**src/rtl/mips_divider.sv**
```systemverilog
// Iterative restoring divider for MIPS DIV/DIVU: one quotient bit per clock,
// quotient lands in LO and remainder in HI with a start/busy/done handshake.
module mips_divider #(
    parameter int unsigned WIDTH = 32,
    parameter int unsigned CNT_W = 6
) (
    input  logic             clk,
    input  logic             rst_n,
    input  logic             start,
    input  logic             signed_op,
    input  logic [WIDTH-1:0] dividend,
    input  logic [WIDTH-1:0] divisor,
    output logic             busy,
    output logic             done,
    output logic [WIDTH-1:0] quotient,
    output logic [WIDTH-1:0] remainder,
    output logic             div_by_zero
);

    typedef enum logic [1:0] {
        IDLE = 2'd0,
        RUN  = 2'd1,
        FIX  = 2'd2
    } state_t;

    state_t           r_state;
    state_t           w_state_nxt;

    logic [WIDTH-1:0] r_prem;
    logic [WIDTH-1:0] r_dvd;
    logic [WIDTH-1:0] r_dsr;
    logic [CNT_W-1:0] r_cnt;
    logic             r_neg_q;
    logic             r_neg_r;
    logic             r_dbz_pend;
    logic             r_busy;
    logic             r_done;
    logic             r_dbz;
    logic [WIDTH-1:0] r_quot;
    logic [WIDTH-1:0] r_rem;

    logic             w_accept;
    logic             w_dsr_zero;
    logic [WIDTH-1:0] w_dvd_mag;
    logic [WIDTH-1:0] w_dsr_mag;
    logic [WIDTH:0]   w_shift;
    logic             w_fit;
    logic [WIDTH-1:0] w_sub;
    logic             w_last;
    logic             w_fix_hold;

    // The done cycle is still blocked so a start there is not taken.
    assign w_accept   = start && (r_state == IDLE) && !r_done;
    assign w_dsr_zero = (divisor == '0);
    assign w_dvd_mag  = (signed_op && dividend[WIDTH-1]) ? WIDTH'(~dividend + WIDTH'(1)) : dividend;
    assign w_dsr_mag  = (signed_op && divisor[WIDTH-1])  ? WIDTH'(~divisor + WIDTH'(1))  : divisor;

    // Partial remainder stays below the divisor, so the trial difference fits in WIDTH bits.
    assign w_shift    = {r_prem, r_dvd[WIDTH-1]};
    assign w_fit      = (w_shift >= {1'b0, r_dsr});
    assign w_sub      = WIDTH'(w_shift[WIDTH-1:0] - r_dsr);
    assign w_last     = (r_cnt == CNT_W'(WIDTH - 1));
    // Divide-by-zero spends one alignment cycle in FIX so done lands two edges after accept.
    assign w_fix_hold = r_dbz_pend && (r_cnt == '0);

    always_ff @(posedge clk or negedge rst_n) begin
        if (!rst_n) begin
            r_state <= IDLE;
        end else begin
            r_state <= w_state_nxt;
        end
    end

    always_comb begin
        w_state_nxt = r_state;
        case (r_state)
            IDLE: begin
                if (w_accept) begin
                    w_state_nxt = w_dsr_zero ? FIX : RUN;
                end
            end
            RUN: begin
                if (w_last) begin
                    w_state_nxt = FIX;
                end
            end
            FIX: begin
                if (!w_fix_hold) begin
                    w_state_nxt = IDLE;
                end
            end
            default: w_state_nxt = IDLE;
        endcase
    end

    always_ff @(posedge clk or negedge rst_n) begin
        if (!rst_n) begin
            r_prem     <= '0;
            r_dvd      <= '0;
            r_dsr      <= '0;
            r_cnt      <= '0;
            r_neg_q    <= 1'b0;
            r_neg_r    <= 1'b0;
            r_dbz_pend <= 1'b0;
            r_busy     <= 1'b0;
            r_done     <= 1'b0;
            r_dbz      <= 1'b0;
            r_quot     <= '0;
            r_rem      <= '0;
        end else begin
            r_done <= 1'b0;
            case (r_state)
                IDLE: begin
                    if (w_accept) begin
                        r_busy     <= 1'b1;
                        r_dbz      <= 1'b0;
                        r_cnt      <= '0;
                        r_prem     <= '0;
                        r_neg_q    <= signed_op && (dividend[WIDTH-1] ^ divisor[WIDTH-1]);
                        r_neg_r    <= signed_op && dividend[WIDTH-1];
                        r_dbz_pend <= w_dsr_zero;
                        r_dvd      <= w_dsr_zero ? dividend : w_dvd_mag;
                        r_dsr      <= w_dsr_mag;
                    end
                end
                RUN: begin
                    r_prem <= w_fit ? w_sub : w_shift[WIDTH-1:0];
                    r_dvd  <= {r_dvd[WIDTH-2:0], w_fit};
                    r_cnt  <= r_cnt + CNT_W'(1);
                end
                FIX: begin
                    if (w_fix_hold) begin
                        r_cnt <= CNT_W'(1);
                    end else begin
                        r_busy <= 1'b0;
                        r_done <= 1'b1;
                        if (r_dbz_pend) begin
                            r_quot <= '1;
                            r_rem  <= r_dvd;
                            r_dbz  <= 1'b1;
                        end else begin
                            r_quot <= r_neg_q ? WIDTH'(~r_dvd + WIDTH'(1))  : r_dvd;
                            r_rem  <= r_neg_r ? WIDTH'(~r_prem + WIDTH'(1)) : r_prem;
                        end
                    end
                end
                default: ;
            endcase
        end
    end

    assign busy        = r_busy;
    assign done        = r_done;
    assign quotient    = r_quot;
    assign remainder   = r_rem;
    assign div_by_zero = r_dbz;

endmodule

```
**config.mk**
```make
export PLATFORM = sky130hd
export DESIGN_NAME = mips_divider
export DESIGN_NICKNAME = d
export VERILOG_FILES = /design/src/rtl/mips_divider.sv
export SDC_FILE = /design/constraint.sdc
export NUM_CORES = 1
export LEC_CHECK = 0
export CORE_MARGIN = 2
export CORE_UTILIZATION = 55
export CTS_CLUSTER_DIAMETER = 40
export DETAILED_ROUTE_END_ITERATION = 8
export PLACE_DENSITY_LB_ADDON = 0.3
export SLEW_MARGIN = 20
export SYNTH_ARGS = -nofsm -noshare
export SYNTH_HDL_FRONTEND = slang
export SYNTH_SLANG_ARGS = --single-unit
```
**constraint.sdc**
```tcl
create_clock -name clk -period 5 [get_ports clk]
set_input_delay 0.75 -clock clk [delete_from_list [all_inputs] [get_ports clk]]
set_output_delay 0.75 -clock clk [all_outputs]
set_load 0.02 [all_outputs]
```
## Yosys cells after proc, flatten, opt, wreduce, memory -nomap -nowiden

Cells that the tools add are included.
W data, S select, Z words.

- Register bits after elaboration: 174
- Input bits: 68
- Logic and storage cells: 83

- $add $sub $neg: 6
- $lt $le $gt $ge: 1
- Eq/ne operators: 8
- Muxes and demuxes: 29
- Bitwise logic cells: 6
- Reductions and logical operators: 20

Operators by type and width:

| cell | number |
|---|---|
| $mux W32 | 10 |
| $add A32 B1 Y32 const B | 4 |
| $not A32 Y32 | 4 |
| $pmux W32 S2 | 2 |
| $ge A33 B32 Y1 | 1 |
| $logic_not A32 Y1 | 1 |
| $sub A32 B32 Y32 | 1 |
| $pmux W6 S3 | 1 |
| $mux W6 | 2 |
| $ne A2 B2 Y1 const B | 5 |
| $reduce_and A3 Y1 | 3 |
| $mux W2 | 4 |
| $mux W1 | 7 |
| $add A6 B1 Y6 const B | 1 |
| $eq A6 B5 Y1 const B | 1 |
| $logic_and A1 B1 Y1 | 6 |
| $logic_not A6 Y1 | 1 |
| $pmux W2 S3 | 1 |
| $reduce_and A2 Y1 | 3 |
| $pmux W1 S2 | 2 |
| $reduce_and A4 Y1 | 1 |
| $reduce_bool A2 Y1 | 2 |
| $reduce_bool A3 Y1 | 1 |
| $eq A2 B1 Y1 const B | 1 |
| 5 further kinds | 5 |

## Depth between registers and ports, before layout

- Depth in word-level cells: 6
- Mapped depth: 13
- Gate-level depth less buffers: 13

## Least setup slack after synthesis

Ideal clock, no wire load.

- Kind: input-to-reg
- Start point: in divisor[0]
- End point: reg r_dvd[26]
- Data arrival time: 3085 ps
- Required time: 4875 ps
- Slack: 1790 ps
- Cell stages on the path: 11
- Cell sequence: inv_1 ha_1 or3b_2 or4_1 nand4b_1 nand3_1 buf_2 a21oi_1 xnor2_1 o21ai_0 mux2_2

- Cells in the longest elaborated chain, start to end: 4

RTL lines:

| what | line | text |
|---|---|---|
| from (decl) | 12 | `input logic [WIDTH-1:0] divisor,` |
| $logic_not A32 Y1 | 54 | `assign w_dsr_zero = (divisor == '0);` |
| $mux W32 | 122 | `r_dvd <= w_dsr_zero ? dividend : w_dvd_mag;` |
| $mux W32 | 114 | `if (w_accept) begin` |
| $pmux W32 S2 | 112 | `case (r_state)` |
| to (signal assigned) | 122 |  |
| to (signal assigned) | 128 | `r_dvd <= {r_dvd[WIDTH-2:0], w_fit};` |
| to (decl) | 30 | `logic [WIDTH-1:0] r_dvd;` |

No other way between the ends. The select of a mux whose other input is x is not followed.
A chain may end at the register's enable or synchronous reset.

## Worst setup path in the final report

Same ends and word-level chain as after synthesis.

==> results by group <==
STA
  • Crit path time final: 3.77 ns
  • Relative slew slack: between 30% and 40%
  • Tightest Pin Transition: 1.02 ns
  • RSZ-0062 raised after global routing: false
  • Setup violators final: 0
  • Clk_skew: 0.00847 ns
  • Setup_tns: 0 ns
  • Final Hold Vio Count: 0
  • Max Slew Vio Count: 0
  • Fmax: 0.265 GHz
  • Setup ws final: 1.23 ns
  • Fin crit share: 75.4%

CTS
  • H-tree levels: 4
  • CTS Buf Count: 17
  • Max Buffers Root-to-Sink: 2
  • CTS tree: yes
  • Clk Latency, worst-skew pair: ~0.43 ns
  • Clock Tree Root: clkbuf_16
  • # clock sinks: 174
  • Register clock-pin slew on the reported worst setup and hold paths: about 0.070 ns
  • Hold buffers post-CTS: 0
  • Post-CTS sizing: 0
  • Setup bufs post-CTS: 0

Placed design
  • Buffers on Ports: approximately 130
  • RePlAce Congestion: between 0.9 and 1
  • Post-placement worst setup slack: 0.836 ns
  • Post-DP HPWL: approximately 22000 um
  • Placed instance area: 0.0131 mm^2
  • Placed insts: 1769

Global routing
  • Initial antenna violation count: 0
  • Grt ovf: 0
  • Largest net degree at the start of global routing: 106
  • Overall routing resource usage: 27.6%
  • Vias in the first global route: 9790
  • First-pass GRT wire length: 49400 um

Synth
  • Number of synthesized flops with an enable pin: 0
  • Mean post-synth cell area: between 8 and 9 um^2
  • Synth warn: 0
  • Post-synthesis cell type count: 69
  • Main combinational cell family by area after synthesis: compound AO/OA/AOI/OAI gates
  • Main synth FF type: dfrtp_1
  • Simple-gate area share of the yosys netlist: between 10% and 20%
  • Post-synthesis adder-cell area fraction: about 4.7%
  • Synthesized netlist cell count: between 1k and 1.5k
  • Post-Synth XOR/XNOR Area: between 10% and 20%
  • Seq cells post-synth: 174
  • Area contributors post-synth: dfrtp_1 (38%), o21ai_0 (7.8%), a21oi_1 (7.1%)
  • Asr flop ratio synth: between 90% and 100%
  • Top-area cell type share of the netlist area: 37.5%
  • Post-synthesis sequential area ratio: 37.5%
  • Synth Area in Compound Gates: 22.5%
  • Largest area contributor in the netlist: dfrtp_1
  • Synthesized area: 0.0116 mm^2
  • Syn Nets: 1535
  • Mux contribution to synthesized area: 2.08%

Routing
  • Via density: 5.79
  • First drt pass iteration count: 5
  • Total wire length: around 30000 um
  • DRT iter0 DRCs: 840
  • Routed wire length per instance: 16.7 um
  • DRC viols: 0
  • Antenna-violating nets left: 0
  • Routed vias: 10.4k

Final layout
  • Fraction of layout cells with a size suffix above 1: under 10%
  • Final cell count without fillers: 1802
  • Layout net count: roughly 1.6k
  • Antenna cell count: 0
  • Area of the multi-input gates: about 0.0068 mm^2
  • Filler cells: 1784
  • Storage cell area: around 0.0044 mm^2
  • P&R area growth vs syn: 18.4%
  • Final instance area: around 0.014 mm^2

Floorplan
  • Cell row count: between 50 and 60
  • Starting Density: 55.6%
  • Die width: 149 um
  • I/O pin cnt: 135
  • Core area: 0.0209 mm^2
  • Die Ht: 149 um
  • Full die area: roughly 0.022 mm^2

Setup path
  • Crit path largest cell delay: 0.59 ns
  • CP max FO: 30
  • CP endpoint kind: flop
  • Crit Path Class: in2reg
  • Worst-path cell chain: clkdlybuf4s50_1 > inv_1 > ha_1 > or3b_2 > or4_1 > nand4b_1 > nand3_1 > buf_4 > a21oi_1 > xnor2_1 > o21ai_0 > mux2_2
  • R2r startpoint: r_dvd[31]
  • Crit path required time: 5.32 ns
  • CP max-delay cell: or4_1
  • Startpoint types: input port
  • Worst Setup SP: divisor[0]
  • Arrival time worst endpoint: ~4.1 ns

Power and ir drop
  • Worst VDD drop: 364 uV
  • Pleak: 6.01 nW
  • Design Power: 0.0104 W
  • Pwr dens: 755 mW/mm^2

Job
  • Max_cap viols: 0

Run status
  • Outcome: finished, final reports clean

Min path
  • Worst hold path class: in2async
==> registers in the layout, indices dropped and copies added, names as in the netlist, 2 cells and up <==
signal / cells
quotient: 32
r_cnt: 6
r_dsr: 32
r_dvd: 32
r_prem: 32
r_state: 2
remainder: 32
==> routing by layer <==
metal	vias to the layer above	share of wire, %	global-route usage [%]
met3	46	5.8	2.91
met2	360	48	46.5
li1	5173	-	-
met5	-	0	0
met1	4857	44	37.6
met4	0	2.2	8.76
==> cells in the mapped netlist (13+ instances only) <==
| cell | count |
|---|---|
| a21oi_1 | 165 |
| nor3_1 | 25 |
| clkbuf_1 | 61 |
| mux2i_1 | 23 |
| inv_1 | 61 |
| nand2b_1 | 14 |
| ha_1 | 42 |
| a21o_1 | 18 |
| nand3_1 | 15 |
| nor2_1 | 133 |
| xor2_1 | 78 |
| or3_1 | 13 |
| xnor2_1 | 61 |
| dfrtp_1 | 174 |
| nand2_1 | 184 |
| o31ai_1 | 16 |
| o21ai_0 | 180 |
==> report_power, final <==
group          switching (W)  internal, W  leakage [nW]
clock               0.000594     0.000774         0.295
sequential          0.000771      0.00202          2.21
combinational        0.00362      0.00259          3.50
total                0.00498      0.00538          6.01
==> critical path, delay by kind of cell <==
family                   cells  cell delay [ns]
buffers and inverters        3             0.82
multiplexers                 1             0.28
adder cells (fa/ha/maj)      1             0.18
XOR/XNOR                     1             0.15
AND/OR/NAND/NOR              4             1.72
AO/OA/AOI/OAI                2             0.18
==> metrics by stage <==
stage                     hold slack [ns]  utilization (%)
after floorplan                     0.450                -
after global placement              0.452             62.7
after detailed placement            0.460             62.7
after CTS                           0.477             65.6
after global routing                0.493             65.8
final                               0.422             65.8
==> final cells by class <==
type	count	share of cell area, %
multi-input combinational	1114	49.1
tap	275	2.50
clock buffer	19	3.30
timing repair buffer	146	10.6
clock inverter	13	1.13
inverter	61	1.67
sequential	174	31.7
==> path summary, 6_finish.rpt <==
path	depth (start not counted)	slack, ns	end
max	12	1.23	r_dvd[26]
min	1	0.42	quotient[29]
max reg2reg	13	1.25	r_prem[30]
min reg2reg	2	0.47	quotient[2]
max in group asynchronous	2	3.48	r_dvd[0]
min in group clk	2	0.47	quotient[2]
==> cell usage in the layout (no fill, tap or decap), types with 4 or more instances in the layout <==
| cell type | count |
|---|---|
| or3_1 | 13 |
| nand2b_1 | 13 |
| xnor2_1 | 61 |
| and2_1 | 6 |
| nand3_1 | 15 |
| buf_4 | 11 |
| a31oi_1 | 6 |
| or4_1 | 12 |
| nor2b_1 | 6 |
| clkinv_4 | 6 |
| ha_1 | 41 |
| clkbuf_16 | 17 |
| o21ai_0 | 180 |
| nand2_1 | 184 |
| nor4_1 | 11 |
| inv_6 | 4 |
| o21a_1 | 5 |
| inv_1 | 61 |
| and3_1 | 8 |
| xor2_1 | 78 |
| a21oi_1 | 164 |
| o31ai_1 | 16 |
| nand3b_1 | 4 |
| a32oi_1 | 9 |
| mux2i_1 | 23 |
| clkdlybuf4s50_1 | 133 |
| a21o_1 | 18 |
| nand4_1 | 4 |
| nor3_1 | 25 |
| dfrtp_1 | 173 |
| o41ai_1 | 11 |
| nor2_1 | 133 |
| nor3b_1 | 4 |
==> cell families after synthesis <==
logic type | count (synthesis)
xor gates and xnor gates | 139
DFF | 174
adders and majority gates | 43
and+or+nand+nor | 457
AOI/OAI and AO/OA | 451
muxes | 24
buffers and inverters | 136
No activity file was read; power rests on OpenSTA's default activity.
